[config.mk]
export PLATFORM = sky130hd
export DESIGN_NAME = sample_scheduler
export DESIGN_NICKNAME = d
export VERILOG_FILES = /design/src/rtl/sample_scheduler.sv
export SDC_FILE = /design/constraint.sdc
export NUM_CORES = 1
export LEC_CHECK = 0
export ABC_CLOCK_PERIOD_IN_PS = 9500
export CORE_AREA = 2 2 345 347
export CTS_CLUSTER_DIAMETER = 80
export DETAILED_ROUTE_END_ITERATION = 6
export DIE_AREA = 0 0 347 349
export GPL_TIMING_DRIVEN = 0
export PLACE_DENSITY_LB_ADDON = 0.1
export REMOVE_ABC_BUFFERS = 1
export SETUP_SLACK_MARGIN = 0.1
export SLEW_MARGIN = 20
export SYNTH_ARGS = -nofsm -noshare
export SYNTH_HDL_FRONTEND = slang
export SYNTH_SLANG_ARGS = --single-unit
[constraint.sdc]
create_clock -name clk -period 9.5 [get_ports clk]
set_input_delay 0.95 -clock clk [delete_from_list [all_inputs] [get_ports clk]]
set_output_delay 0.95 -clock clk [all_outputs]
set_load 0.01 [all_outputs]
[src/rtl/sample_scheduler.sv]
// Bounding-box sample scheduler.
// Latches one triangle and its bounding box, then walks the box in raster
// order (x fastest), issuing SAMPS horizontally adjacent sample positions per
// beat. Upstream is held off while a triangle is in flight, and the whole
// block freezes while downstream stalls (halt_RnnnnnL = 0).
module sample_scheduler #(
    parameter int SIGFIG = 24,
    parameter int RADIX  = 10,
    parameter int VERTS  = 3,
    parameter int AXIS   = 3,
    parameter int COLORS = 3,
    parameter int SAMPS  = 4
) (
    input  logic                                  clk,
    input  logic                                  rst,
    input  logic [VERTS-1:0][AXIS-1:0][SIGFIG-1:0] tri_R13S,
    input  logic [COLORS-1:0][SIGFIG-1:0]         color_R13U,
    input  logic [1:0][1:0][SIGFIG-1:0]           box_R13S,
    input  logic                                  validTri_R13H,
    input  logic [3:0]                            subSample_RnnnnU,
    input  logic                                  halt_RnnnnnL,
    output logic                                  halt_R13L,
    output logic [VERTS-1:0][AXIS-1:0][SIGFIG-1:0] tri_R14S,
    output logic [COLORS-1:0][SIGFIG-1:0]         color_R14U,
    output logic [1:0][SAMPS-1:0][SIGFIG-1:0]     sample_R14S,
    output logic [SAMPS-1:0]                      validSamp_R14H
);

    // One guard bit above the coordinate width keeps every increment from wrapping.
    localparam int CW         = SIGFIG + 1;
    localparam int LANE_SHIFT = $clog2(SAMPS);

    typedef logic signed [CW-1:0] coord_t;
    typedef enum logic {IDLE, TEST} state_t;

    state_t state, state_next;

    // Walk registers: current beat origin, row restart x, and box upper-right.
    coord_t step_r, cur_x, cur_y, ll_x, ur_x, ur_y;

    // Incoming box, sign-extended and snapped.
    coord_t step_in, ll_x_raw, ll_y_raw, ur_x_raw, ur_y_raw, ll_x_snap, ll_y_snap;
    logic   box_empty;

    // Walk arithmetic for the beat being issued.
    coord_t lane_x [SAMPS];
    coord_t next_x, next_y;
    logic   more_cols, more_rows;

    logic accept, issue;

    // Decode the sub-sample code into a step; anything not one-hot falls back to 1 px.
    always_comb begin
        // NOTE: every combinational output gets a default first so no path leaves it unassigned (no latch).
        step_in = coord_t'(1) << RADIX;
        case (subSample_RnnnnU)
            4'b0100: step_in = coord_t'(1) << (RADIX - 1);
            4'b0010: step_in = coord_t'(1) << (RADIX - 2);
            4'b0001: step_in = coord_t'(1) << (RADIX - 3);
            default: step_in = coord_t'(1) << RADIX;
        endcase
    end

    // Sign-extend the box, snap lower-left down to a step multiple, detect an empty box.
    always_comb begin
        ll_x_raw  = coord_t'($signed(box_R13S[0][0]));
        ll_y_raw  = coord_t'($signed(box_R13S[0][1]));
        ur_x_raw  = coord_t'($signed(box_R13S[1][0]));
        ur_y_raw  = coord_t'($signed(box_R13S[1][1]));
        ll_x_snap = ll_x_raw & ~(step_in - coord_t'(1));
        ll_y_snap = ll_y_raw & ~(step_in - coord_t'(1));
        box_empty = (ll_x_snap > ur_x_raw) || (ll_y_snap > ur_y_raw);
    end

    // Lane positions for this beat and the raster-advance decisions.
    always_comb begin
        for (int s = 0; s < SAMPS; s++) begin
            lane_x[s] = cur_x + coord_t'(s) * step_r;
        end
        next_x    = cur_x + (step_r << LANE_SHIFT);
        next_y    = cur_y + step_r;
        more_cols = (next_x <= ur_x);
        more_rows = (next_y <= ur_y);
    end

    // State register.
    always_ff @(posedge clk) begin
        // NOTE: sequential state uses non-blocking assignments so every flop samples pre-edge values.
        if (rst) begin
            state <= IDLE;
        end else begin
            state <= state_next;
        end
    end

    // Next-state and handshake decode. A downstream stall freezes everything,
    // including acceptance; upstream keeps its triangle presented until taken.
    always_comb begin
        state_next = state;
        accept     = 1'b0;
        issue      = 1'b0;
        halt_R13L  = 1'b0;
        case (state)
            IDLE: begin
                halt_R13L = 1'b1;
                if (halt_RnnnnnL && validTri_R13H) begin
                    accept = 1'b1;
                    if (!box_empty) begin
                        state_next = TEST;
                    end
                end
            end
            TEST: begin
                if (halt_RnnnnnL) begin
                    issue = 1'b1;
                    if (!more_cols && !more_rows) begin
                        state_next = IDLE;
                    end
                end
            end
            default: state_next = IDLE;
        endcase
    end

    // Capture on accept, issue one beat per unstalled TEST cycle, clear lanes when idle.
    always_ff @(posedge clk) begin
        if (rst) begin
            step_r         <= '0;
            cur_x          <= '0;
            cur_y          <= '0;
            ll_x           <= '0;
            ur_x           <= '0;
            ur_y           <= '0;
            tri_R14S       <= '0;
            color_R14U     <= '0;
            sample_R14S    <= '0;
            validSamp_R14H <= '0;
        end else if (halt_RnnnnnL) begin
            if (state == IDLE) begin
                validSamp_R14H <= '0;
            end
            if (accept) begin
                tri_R14S   <= tri_R13S;
                color_R14U <= color_R13U;
                step_r     <= step_in;
                ll_x       <= ll_x_snap;
                cur_x      <= ll_x_snap;
                cur_y      <= ll_y_snap;
                ur_x       <= ur_x_raw;
                ur_y       <= ur_y_raw;
            end
            if (issue) begin
                for (int s = 0; s < SAMPS; s++) begin
                    sample_R14S[0][s]    <= lane_x[s][SIGFIG-1:0];
                    sample_R14S[1][s]    <= cur_y[SIGFIG-1:0];
                    validSamp_R14H[s]    <= (lane_x[s] <= ur_x);
                end
                if (more_cols) begin
                    cur_x <= next_x;
                end else if (more_rows) begin
                    cur_x <= ll_x;
                    cur_y <= next_y;
                end
            end
        end
    end

endmodule

# Word level (Yosys, flattened, before mapping)
# Cells that the tools add are included.
# word_totals
reg_bits,561
word_cells,77
output_inout_bits,485
# op_classes
reduce_logical,8
n_addsub,6
magnitude_cmp,8
n_bitwise,4
eq_ne,4
n_mux,21
mul,1
# ops
operator,n
2-to-1 mux 25 bit,8
less-or-equal comparator 25 x 24 -> 1 bit,6
adder 25 bit,5
AND 24 x 25 -> 25 bit,2
greater-than comparator 25 x 24 -> 1 bit,2
case mux 11 bit (3 select lines),1
multiplier 3 x 25 -> 25 bit (first input constant),1
inverter 25 bit,1
subtractor 25 x 2 -> 25 bit (second input constant),1
2-to-1 mux 1 bit,9
2-to-1 mux 4 bit,2
AND reduction 2 bit,3
equality test 4 x 1 -> 1 bit (second input constant),1
equality test 4 x 2 -> 1 bit (second input constant),1
equality test 4 x 3 -> 1 bit (second input constant),1
logical AND 1 bit,2
logical NOT 1 bit,2
inequality test 2 x 1 -> 1 bit (second input constant),1
case mux 1 bit (2 select lines),1
logical OR 1 bit,1
inverter 1 bit,1

# Depth between registers and ports, before layout
# depth
depth_word,10
mapped_depth,21
ltp_nobuf,21

# Worst setup path after synthesis
# Ideal clock, no wire load.
# synth_path
path_type,register to register
startpoint,reg step_r[8]
endpoint,reg cur_y[13]
path_buffers,1
t_required_ps,9381
stages_incl_launch_ff,17
setup_ps,119
period_less_slack_ps,4128
arrival_ps,4010
path_slack_ps,5372
cell_sequence,dfxtp_1 -> ha_1 -> a21o_1 -> a21oi_1 -> nor2b_1 -> o21bai_1 -> nor2_1 -> xor2_1 -> ha_1 -> nand4_1 -> or4_4 -> a31o_1 -> a32o_2 -> o2111a_1 -> or2_1 -> clkbuf_1 -> o221a_2
# synth_via
elab_chain_len,5
elab_cells_between_ends,7
cone_classes,add/sub: 2; order compare: 2; mux: 3
# synth_rtl
element,line_no,text
from (decl),39,"coord_t step_r, cur_x, cur_y, ll_x, ur_x, ur_y;"
from (signal assigned),145,step_r <= step_in;
adder 25 bit,81,next_y = cur_y + step_r;
less-or-equal comparator 25 x 24 -> 1 bit,83,more_rows = (next_y <= ur_y);
2-to-1 mux 25 bit,160,end else if (more_rows) begin
2-to-1 mux 25 bit (*),158,if (more_cols) begin
2-to-1 mux 25 bit (*),152,if (issue) begin
to (signal assigned),148,cur_y <= ll_y_snap;
to (signal assigned),162,cur_y <= next_y;
to (decl),39,
# Mark *: on every way between the ends. The rest lies on a longest branch, timed or not.
# A chain may end at the register's enable or synchronous reset.

# Worst setup path in the final report
# layout_path
startpoint,reg cur_x[12]
endpoint,reg cur_y[21]
# layout_via
elab_chain_len,4
# layout_rtl
element,line_no,text
from (decl),39,
from (signal assigned),147,cur_x <= ll_x_snap;
from (signal assigned),159,cur_x <= next_x;
from (signal assigned),161,cur_x <= ll_x;
adder 25 bit,80,next_x = cur_x + (step_r << LANE_SHIFT);
less-or-equal comparator 25 x 24 -> 1 bit,82,more_cols = (next_x <= ur_x);
2-to-1 mux 25 bit,158,
2-to-1 mux 25 bit,152,
# No other way between the ends.

==> results.md <==
- TritonCTS Buffers: 74
- Post-Syn Instances: 3,130
- Most instantiated library cell after synthesis: nand2_1
- # Max-Cap Violations: 0
- Max-slew violations: 0
- Total Wirelength: 123 mm
- Largest family of logic cells by synthesized area: simple AND/OR/NAND/NOR gates
- DRT iter0 DRCs: 1,240
- DRT antenna net count: 0
- Critical path class: register to register
- Adder-cell share of the synthesized area: 0.0999
- Status: completed
- Required time of the critical path: 10.04 ns
- Worst-Skew Late Latency: 0.64 ns
- Setup TNS Final: 0 ns
- Share of the synthesized area in the top cell type: 0.420
- Total track usage: 0.196
- DRC violations left: 0
- Synth Register Bits: 510
- PortBufs: 862
- Syn_area_per_cell: 7.77 um2
- Leak: 0.0138 uW
- RSZ-0062 raised after global routing: no
- Post-Synth XOR/XNOR Area: 0.0277
- Sequential area share after synthesis: 0.420
- Rows: 126
- Post-synth EDFFs: 0
- Fin crit share: 0.598
- Main flop type after synthesis: dfxtp_1
- Setup ws final: 3.82 ns
- Relative slew slack: 0.341
- GR Overflow Total: 0
- Fin nets: 4,395
- CTS tree: built
- Clock buffer depth: 3
- RePlAce Congestion: 0.814
- CTS Sinks: 510
- Synth warn: 0
- Hold Fails Final Rpt: 0
- WP data arrival: 6.23 ns
- Worst-margin pin slew: 0.985 ns
- Starting Density: 0.207
- Yosys cell types: 74
- Area leader, netlist: dfxtp_1
- Via density: 4.40
- Fraction of layout cells with a size suffix above 1: 0.0453
- Fillers: 12.6k
- Commonest cells post-synth: nand2_1 (915), dfxtp_1 (510), a21oi_1 (487)
- Tmin final: 5.68 ns
- Final setup violation count: 0
- Fmax achieved: 176 MHz
- Layout area overhead: 51.1%
- Die area: 121,000 um2
- Worst-path clk slew: 0.06 ns
- Crit start category: register
- Syn Std Cell Area: 24,300 um2
- Setup Skew: 0.0254 ns
- Share of flip-flops with an asynchronous set or reset: 0
- Largest net degree at the start of global routing: 105
- IO Pins: 877
- Vias in the first global route: 24.0k
- Post-DP HPWL: 95.3 mm
- Core Area: 117,000 um2
- Synth area leaders: dfxtp_1 (42%), nand2_1 (14%), a21oi_1 (10%)
- CP max FO: 15
- Root Driver: clkbuf_16
- Min Hold Slack: 0.451 ns
- Crit. End Element: register
- Worst VDD drop: 0.000145 V
- Hold buffers post-CTS: 0
- Post-CTS setup buffer count: 0
- PD cells: 168 nW/um2
- Synth Area in Simple Gates: 0.216
- Tot Pwr: 6180 uW
- Final core occ: 0.313
- Die X: 347 um
- Compound-Gate Fraction of Synth Area: 0.158
- Initial antenna violation count: 61
- DR WL/cell: 22.6 um
- Hold WC Path Type: register to register
- Via count: 23.8k
- Detailed Routing Iterations Pass 1: 6
- # resized after CTS: 0
- First-pass GRT wire length: 174 mm
- CTS H-tree lvls: 3
- Mux cell area share after synthesis: 0.000823
- Worst slack at placement: 3.74 ns
- Chip height: 349 um
==> placed cells by master (no fill, tap or decap), drive strengths merged, types with 7 or more instances in the layout <==
cell / instances
clkdlybuf4s50: 860
a21oi: 488
dfxtp: 510
xnor2: 34
and2: 18
inv: 120
fa: 7
o21ai: 37
a211oi: 17
nor2b: 18
nand4: 31
clkinv: 15
clkbuf: 105
a22oi: 24
xor2: 43
ha: 183
diode: 15
a31oi: 12
nand2: 916
o21a: 12
nor4: 14
a21o: 26
nand2b: 7
nand3: 44
buf: 32
nor2: 147
and3: 9
nor3: 42
==> final cells by class <==
cell class	count	area (um2)	share of cell area
inverter	118	443	0.0121
clock buffer	105	2150	0.0585
sequential	510	10200	0.278
timing repair buffer	892	9390	0.256
antenna	15	37.5	0.00102
clock inverter	25	328	0.00892
multi-input combinational	2217	12300	0.334
tap	1536	1920	0.0523
==> metrics by stage <==
step	cells	area, um2
final	5418	36700
after global placement	5243	33400
after CTS	5403	36700
after floorplan	2845	22900
after global routing	5407	36700
after detailed placement	5273	34200
==> sequential cells by signal, summed over array words and instances, names as in the netlist <==
| register | cells |
|---|---|
| ll_x | 18 |
| sample_R14S | 97 |
| cur_y | 25 |
| state | 1 |
| ur_y | 24 |
| cur_x | 25 |
| step_r | 4 |
| ur_x | 24 |
| validSamp_R14H | 4 |
| color_R14U | 72 |
| tri_R14S | 216 |
==> critical path: stages, from the launching register on <==
cell and delay [ns]:
dfxtp_1 0.77, ha_1 0.29, nand2_1 0.06, o21ai_0 0.47
and2_1 0.28, nand2_1 0.09, xnor2_1 0.21, ha_1 0.39
nand4_2 0.15, or3_4 0.45, nor4_2 0.27, o22ai_1 0.15
nor2_1 0.77, or3_1 0.77, nor2_1 0.11, a2111oi_2 0.34
==> report_power, final <==
part / internal (uW) / switching [uW]
combinational: 485 / 559
clock: 1690 / 1130
sequential: 2240 / 73.6
total: 4410 / 1770
==> cells by family after synthesis <==
group	Yosys count
buffers and inverters	403
and+or+nand+nor	1272
xor gates and xnor gates	77
AOI/OAI and AO/OA	676
DFF	510
muxes	2
adders and majority gates	190
==> per-layer routing <==
metal | vias to the layer above | GRT usage | wire, um
li1 | 11800 | - | -
met1 | 11100 | 0.229 | 50200
met2 | 684 | 0.333 | 58600
met3 | 226 | 0.0722 | 9570
met4 | 74 | 0.0613 | 3910
met5 | - | 0 | 471
==> path summary, 6_finish.rpt <==
check | startpoint | to | slack [ns] | cells past startpoint
max | cur_x[12]$_SDFFE_PP0P_ | cur_y[21]$_SDFFE_PP0P_ | 3.82 | 15
min reg2reg | ur_x[4]$_SDFFE_PP0P_ | ur_x[4]$_SDFFE_PP0P_ | 0.45 | 2
min | ur_x[4]$_SDFFE_PP0P_ | ur_x[4]$_SDFFE_PP0P_ | 0.45 | 2
max reg2reg | cur_x[12]$_SDFFE_PP0P_ | cur_y[21]$_SDFFE_PP0P_ | 3.82 | 15
(Power assumes the default switching activity.)
